$ cat src/rtl/merge_sort_stream.sv
// Stable bottom-up merge sorter for BWT rotation rows, sorting on a key column chosen per job (MSORT_INDEX_EN adds out_idx).
// Latency: STRING_LEN*LOG2N+1 cycles from the last input handshake to the first out_valid.
// Backpressure: in_ready is high only while loading; an output row holds while out_valid & !out_ready.
module merge_sort_stream #(
    parameter int STRING_LEN  = 8,
    parameter int COLUMN      = 3,
    parameter int ELEMENT_LEN = 8,
    localparam int LOG2N      = $clog2(STRING_LEN),
    localparam int KW         = (COLUMN > 1) ? $clog2(COLUMN) : 1,
    localparam int RW         = COLUMN * ELEMENT_LEN
) (
    input  logic             clk,
    input  logic             rst,
    input  logic             start,
    input  logic [KW-1:0]    key_sel,
    input  logic             in_valid,
    output logic             in_ready,
    input  logic [RW-1:0]    in_data,
    output logic             out_valid,
    input  logic             out_ready,
    output logic [RW-1:0]    out_data,
    output logic             out_last,
    output logic             busy,
`ifdef MSORT_INDEX_EN
    output logic             done,
    output logic [LOG2N-1:0] out_idx
`else
    output logic             done
`endif
);

    localparam int CW = LOG2N + 1;
    localparam logic [LOG2N-1:0] LAST_ROW  = LOG2N'(STRING_LEN - 1);
    localparam logic [LOG2N-1:0] LAST_PASS = LOG2N'(LOG2N - 1);

    if (STRING_LEN < 2 || (STRING_LEN & (STRING_LEN - 1)) != 0) begin : g_len_check
        $error("merge_sort_stream: STRING_LEN must be a power of 2 and >= 2");
    end

    typedef enum logic [1:0] {S_IDLE, S_LOAD, S_MERGE, S_DRAIN} state_t;
    state_t state, state_nx;

    // Ping-pong row buffers; A receives the load, passes alternate direction.
    logic [RW-1:0] buf_a [STRING_LEN];
    logic [RW-1:0] buf_b [STRING_LEN];
`ifdef MSORT_INDEX_EN
    logic [LOG2N-1:0] idx_a [STRING_LEN];
    logic [LOG2N-1:0] idx_b [STRING_LEN];
    logic [LOG2N-1:0] l_idx, r_idx, mrg_idx, first_idx, drain_idx;
`endif

    logic             src_is_a;
    logic [KW-1:0]    key_col;
    logic [LOG2N-1:0] wr_cnt, pass_cnt, rd_cnt, rd_next;
    logic [CW-1:0]    base, l_cnt, r_cnt, run_w;
    logic [LOG2N-1:0] l_addr, r_addr, mrg_addr;
    logic [RW-1:0]    l_row, r_row, mrg_row, first_row, drain_row;
    logic             l_has, r_has, take_l, pair_end, pass_end, last_write, out_hs;

    function automatic logic [ELEMENT_LEN-1:0] key_of(input logic [RW-1:0] row, input logic [KW-1:0] col);
        return row[int'(col) * ELEMENT_LEN +: ELEMENT_LEN];
    endfunction

    // Merge datapath: pick the head of the left or right run, left wins ties for stability.
    always_comb begin
        run_w    = CW'(1) << pass_cnt;
        l_addr   = LOG2N'(base + l_cnt);
        r_addr   = LOG2N'(base + run_w + r_cnt);
        mrg_addr = LOG2N'(base + l_cnt + r_cnt);
        l_row    = src_is_a ? buf_a[l_addr] : buf_b[l_addr];
        r_row    = src_is_a ? buf_a[r_addr] : buf_b[r_addr];
        l_has    = l_cnt < run_w;
        r_has    = r_cnt < run_w;
        take_l   = l_has && (!r_has || (key_of(l_row, key_col) <= key_of(r_row, key_col)));
        mrg_row  = take_l ? l_row : r_row;
        pair_end = (l_cnt + r_cnt + CW'(1)) == (run_w << 1);
        pass_end = mrg_addr == LAST_ROW;
        last_write = (state == S_MERGE) && pass_end && (pass_cnt == LAST_PASS);
        // first_row reads the destination of the final pass; drain_row reads it after the swap
        rd_next   = rd_cnt + LOG2N'(1);
        first_row = src_is_a ? buf_b[0] : buf_a[0];
        drain_row = src_is_a ? buf_a[rd_next] : buf_b[rd_next];
        out_hs    = out_valid && out_ready;
`ifdef MSORT_INDEX_EN
        l_idx     = src_is_a ? idx_a[l_addr] : idx_b[l_addr];
        r_idx     = src_is_a ? idx_a[r_addr] : idx_b[r_addr];
        mrg_idx   = take_l ? l_idx : r_idx;
        first_idx = src_is_a ? idx_b[0] : idx_a[0];
        drain_idx = src_is_a ? idx_a[rd_next] : idx_b[rd_next];
`endif
    end

    // State register.
    always_ff @(posedge clk) begin
        if (rst) state <= S_IDLE;
        else     state <= state_nx;
    end

    // Next-state logic.
    always_comb begin
        state_nx = state;
        case (state)
            S_IDLE:  if (start) state_nx = S_LOAD;
            S_LOAD:  if (in_valid && wr_cnt == LAST_ROW) state_nx = S_MERGE;
            S_MERGE: if (last_write) state_nx = S_DRAIN;
            S_DRAIN: if (out_hs && out_last) state_nx = S_IDLE;
            default: state_nx = S_IDLE;
        endcase
    end

    // State-decoded outputs; neither depends on in_valid or out_ready.
    always_comb begin
        in_ready = (state == S_LOAD);
        busy     = (state != S_IDLE);
    end

    // Job control counters and registered output stage.
    always_ff @(posedge clk) begin
        if (rst) begin
            key_col   <= '0;
            wr_cnt    <= '0;
            pass_cnt  <= '0;
            base      <= '0;
            l_cnt     <= '0;
            r_cnt     <= '0;
            rd_cnt    <= '0;
            src_is_a  <= 1'b1;
            out_valid <= 1'b0;
            out_last  <= 1'b0;
            out_data  <= '0;
            done      <= 1'b0;
`ifdef MSORT_INDEX_EN
            out_idx   <= '0;
`endif
        end else begin
            done <= 1'b0;
            case (state)
                S_IDLE: if (start) begin
                    // out-of-range key columns fall back to column 0
                    key_col <= (int'(key_sel) < COLUMN) ? key_sel : '0;
                    wr_cnt  <= '0;
                end
                S_LOAD: if (in_valid) begin
                    wr_cnt <= wr_cnt + LOG2N'(1);
                    if (wr_cnt == LAST_ROW) begin
                        pass_cnt <= '0;
                        base     <= '0;
                        l_cnt    <= '0;
                        r_cnt    <= '0;
                        src_is_a <= 1'b1;
                    end
                end
                S_MERGE: begin
                    if (take_l) l_cnt <= l_cnt + CW'(1);
                    else        r_cnt <= r_cnt + CW'(1);
                    if (pair_end) begin
                        base  <= base + (run_w << 1);
                        l_cnt <= '0;
                        r_cnt <= '0;
                    end
                    if (pass_end) begin
                        base     <= '0;
                        pass_cnt <= pass_cnt + LOG2N'(1);
                        src_is_a <= !src_is_a;
                    end
                    if (last_write) begin
                        out_valid <= 1'b1;
                        out_last  <= 1'b0;
                        out_data  <= first_row;
                        rd_cnt    <= '0;
`ifdef MSORT_INDEX_EN
                        out_idx   <= first_idx;
`endif
                    end
                end
                S_DRAIN: if (out_hs) begin
                    if (out_last) begin
                        out_valid <= 1'b0;
                        out_last  <= 1'b0;
                        done      <= 1'b1;
                    end else begin
                        rd_cnt   <= rd_next;
                        out_data <= drain_row;
                        out_last <= (rd_next == LAST_ROW);
`ifdef MSORT_INDEX_EN
                        out_idx  <= drain_idx;
`endif
                    end
                end
                default: ;
            endcase
        end
    end

    // Buffer writes: load into A, then one merged row per cycle into the non-source buffer.
    always_ff @(posedge clk) begin
        if (!rst && state == S_LOAD && in_valid) begin
            buf_a[wr_cnt] <= in_data;
`ifdef MSORT_INDEX_EN
            idx_a[wr_cnt] <= wr_cnt;
`endif
        end
        if (!rst && state == S_MERGE) begin
            if (src_is_a) begin
                buf_b[mrg_addr] <= mrg_row;
`ifdef MSORT_INDEX_EN
                idx_b[mrg_addr] <= mrg_idx;
`endif
            end else begin
                buf_a[mrg_addr] <= mrg_row;
`ifdef MSORT_INDEX_EN
                idx_a[mrg_addr] <= mrg_idx;
`endif
            end
        end
    end

endmodule
$ cat config.mk
export PLATFORM = sky130hd
export DESIGN_NAME = merge_sort_stream
export DESIGN_NICKNAME = d
export VERILOG_FILES = /design/src/rtl/merge_sort_stream.sv
export SDC_FILE = /design/constraint.sdc
export NUM_CORES = 1
export LEC_CHECK = 0
export ABC_AREA = 1
export BUFFER_PORTS_ARGS = -buffer_cell sky130_fd_sc_hd__buf_2
export CAP_MARGIN = 0
export CORE_ASPECT_RATIO = 1.5
export CORE_MARGIN = 2
export CORE_UTILIZATION = 40
export DETAILED_ROUTE_END_ITERATION = 10
export GPL_ROUTABILITY_DRIVEN = 0
export PLACE_DENSITY = 0.54
export RECOVER_POWER = 25
export SETUP_SLACK_MARGIN = 0.5
export SYNTH_ARGS = -nofsm -noshare
export SYNTH_HDL_FRONTEND = slang
export SYNTH_SLANG_ARGS = --single-unit
$ cat constraint.sdc
create_clock -name clk -period 5.44 [get_ports clk]
set_clock_uncertainty 0.05 [all_clocks]
set_input_delay 0.272 -clock clk [delete_from_list [all_inputs] [get_ports clk]]
set_output_delay 0.272 -clock clk [all_outputs]
set_load 0.03 [all_outputs]
==> impl_metrics.ini <==
[routing]
wl_mm = 115
viasPerCell = 6.18
vias = 27200
dr.pass1.iters = 6
ant_nets = 0
wire_per_inst_um = 26.2
drt_iter0_drc = 3270
drc = 0

[sta]
finalCritPeriodShare_pct = 92.0
period_minus_slack_ns = 5.01
setup_violations = 0
rsz0062_at_grt = true
slew_viol_final = 85
finalHoldViolCount = 0
tns_ns = 0
slew_headroom_pct = -148
tightestPinTransition_ns = 3.72
clock.fmax_ghz = 0.200

[outcome]
violations = max-capacitance violations, max-slew violations
outcome = finished, violations left

[layout]
antennaDiodeCount = 0
areaGrowthSynthToFinish_pct = 11.6
nets = 3542
drive_above_1_share_pct = 7.24
final_util_pct = 45.0

[clocking]
cts_buffers = 46
clk_latency_ns = 0.62
path_clk_slew_ns = 0.06
root_buffer = clkbuf_16
clock_sinks = 435
cts_tree = yes
h-tree-depth = 2
clock_path_buffers = 3

[job]
drv_cap = 3

[synth]
ys_async_sr_fraction_pct = 0
ys_seq_area_share_pct = 46.0
synth_cells = 3546
yosys_warnings = 0
syn_area_per_cell_um2 = 7.69
synth-edff-count = 384
netlist_area_mm2 = 0.0273
synth_cell_type_count = 49
synth_flop_cell = edfxtp_1
syn_nets = 3619
ys_ff_latch = 435

[pwr]
peakVddDrop_mv = 0.653
leakagePower_uw = 0.0117
p_per_area_mw_per_mm2 = 720

[setup_path]
end_kind = flip-flop
cp_cell_sequence = inv_1, fa_4, buf_6, fa_1, inv_1, nand2_1, nand3b_2, nand2_1, inv_1, nor3_1, clkbuf_1
crit_type = flip-flop to flip-flop
crit_top_cell = inv_1
crit_arrival_ns = 5.14
slowest_stage = clkbuf_1
critPathRequiredTime_ns = 5.57
cpPeakStageDelay_ns = 1.61
start_kind = flip-flop
crit_fanout = 36

[floorplan]
dieArea_mm2 = 0.0703
start_util_pct = 40.3
io_pins = 60
core-area_mm2 = 0.0676
rows = 117
die_w_um = 217
fp.dieH_um = 324

[grt]
grt_use_total_pct = 31.8
grt_pass1_wl_mm = 165
antenna_found_initial = 2
grt_pass1_vias = 25900
gr-total-overflow = 0
grt_max_degree = 167

[hold_path]
min_path_type = primary input to flip-flop

[place]
io_buffers = 59
place_hpwl_mm = 67.2
==> layer usage <==
layer	GRT usage [%]	routed length [µm]
met5	0	0
met4	18.2	7040
met3	5.45	11300
met2	52.7	53700
met1	39.0	43000
==> synthesized netlist by cell type (5+ instances only) <==
master,number,area (µm²)
dfxtp_1,51,1020
nand4_1,8,50.1
inv_2,8,30.0
nor2_1,244,916
buf_1,32,120
o21ai_0,507,2540
o22ai_1,15,93.8
a22oi_1,7,52.6
clkbuf_1,168,631
a21oi_1,353,1770
o21ai_1,6,30.0
nand2_2,6,37.5
edfxtp_1,384,11500
nand2_1,738,2770
and2_1,23,144
nand3_1,426,2130
ha_1,39,488
nor3_1,9,45.0
a211oi_1,5,37.5
buf_4,5,37.5
xor2_1,8,70.1
inv_1,263,987
o211ai_1,130,976
buf_2,66,330
==> final timing paths <==
check	from	endpoint	slack (ns)	depth (start not counted)
setup / recovery	l_cnt[1]	buf_b[6][11]	0.43	11
hold / removal	in_data[17]	buf_a[0][17]	0.0003	3
setup reg to reg	l_cnt[1]	buf_b[6][11]	0.43	11
hold reg to reg	out_data[7]	out_data[7]	0.43	2
==> worst max-delay path, delay by kind of cell, from the launching register on <==
family	cells	cell delay (ns)
buffers and inverters	5	2.24
adder cells (fa/ha/maj)	2	1.19
AND/OR/NAND/NOR	4	0.56
flip-flops	1	0.49
==> metrics by stage <==
step | instances | hold slack [ns] | instance area [µm²] | power, µW | setup WS (ns)
2_1_floorplan | 3546 | 0.393 | 27300 | 13300 | 1.27
3_3_place_gp | 4307 | 0.409 | 28700 | 17700 | 0.368
3_5_place_dp | 4307 | 0.420 | 28700 | 17800 | 0.416
4_1_cts | 4396 | 0.00832 | 30400 | 21300 | 0.540
5_1_grt | 4399 | 0.0151 | 30400 | 23000 | 0.339
6_report | 4399 | 0.000283 | 30400 | 21900 | 0.434
==> placed cells by master, fill, tap and decap left out, types with 6 or more instances in the layout <==
| cell type | Yosys | layout |
|---|---|---|
| xor2_1 | 8 | 6 |
| buf_2 | 66 | 30 |
| a22oi_1 | 7 | 7 |
| and2_1 | 23 | 20 |
| nor2_1 | 244 | 234 |
| ha_1 | 39 | 36 |
| nand2_2 | 6 | 27 |
| o22ai_1 | 15 | 15 |
| o211ai_1 | 130 | 130 |
| nand3_1 | 426 | 425 |
| clkinv_2 | 0 | 9 |
| inv_1 | 263 | 260 |
| nor3_1 | 9 | 9 |
| buf_4 | 5 | 39 |
| nor2_4 | 0 | 9 |
| o21ai_1 | 6 | 6 |
| o21ai_0 | 507 | 507 |
| clkbuf_1 | 168 | 48 |
| edfxtp_1 | 384 | 384 |
| a21oi_1 | 353 | 352 |
| buf_12 | 0 | 27 |
| nand2_1 | 738 | 718 |
| clkinv_1 | 3 | 7 |
| clkbuf_16 | 0 | 54 |
| dfxtp_1 | 51 | 48 |
| nand4_1 | 8 | 8 |
==> final cells by class <==
cell class | count | area [µm²]
tap | 892 | 1120
fill | 6713 | 37200
sequential | 435 | 12600
inverter | 275 | 1060
multi-input combinational | 2560 | 12700
clock buffer | 67 | 1400
timing repair buffer | 151 | 1360
clock inverter | 19 | 216
==> sequential cells by signal, summed over array words and instances, names as in the netlist <==
signal     flops
state          2
wr_cnt         3
base           2
l_cnt          4
out_data      24
src_is_a       1
rd_cnt         3
done           1
buf_b        192
out_valid      1
pass_cnt       3
key_col        2
out_last       1
r_cnt          4
buf_a        192
==> what timing repair did <==
| action | 4_1_cts | 5_1_grt |
|---|---|---|
| endpoints found under the setup margin | 262 | 388 |
| gates cloned | 0 | 2 |
| pin swaps | 0 | 1 |
| buffers inserted | 0 | 1 |
| resized for setup | 3 | 46 |
| endpoints found under the hold margin | 4 | 0 |
| hold buffers | 3 | 0 |
==> report_power, final <==
part           total, µW  leakage (µW)  switching (µW)  internal, µW
clock network       3420      0.000792            1400          2020
registers           5370       0.00386             120          5250
logic              13100       0.00706            9480          3640
==> logic make-up (layout without fill, tap and decap cells) <==
logic type / after synthesis / count (layout) / synth area share, %
AOI/OAI and AO/OA: 1040 / 1040 / 20.7
xor gates and xnor gates: 13 / 13 / 0.445
adders and majority gates: 42 / 42 / 2.01
buffers and inverters: 551 / 512 / 8.09
DFF: 435 / 435 / 46.0
muxes: 3 / 3 / 0.110
other: 1 / 1 / 0.0138
and+or+nand+nor: 1461 / 1461 / 22.6
No activity file was read; power rests on OpenSTA's default activity.
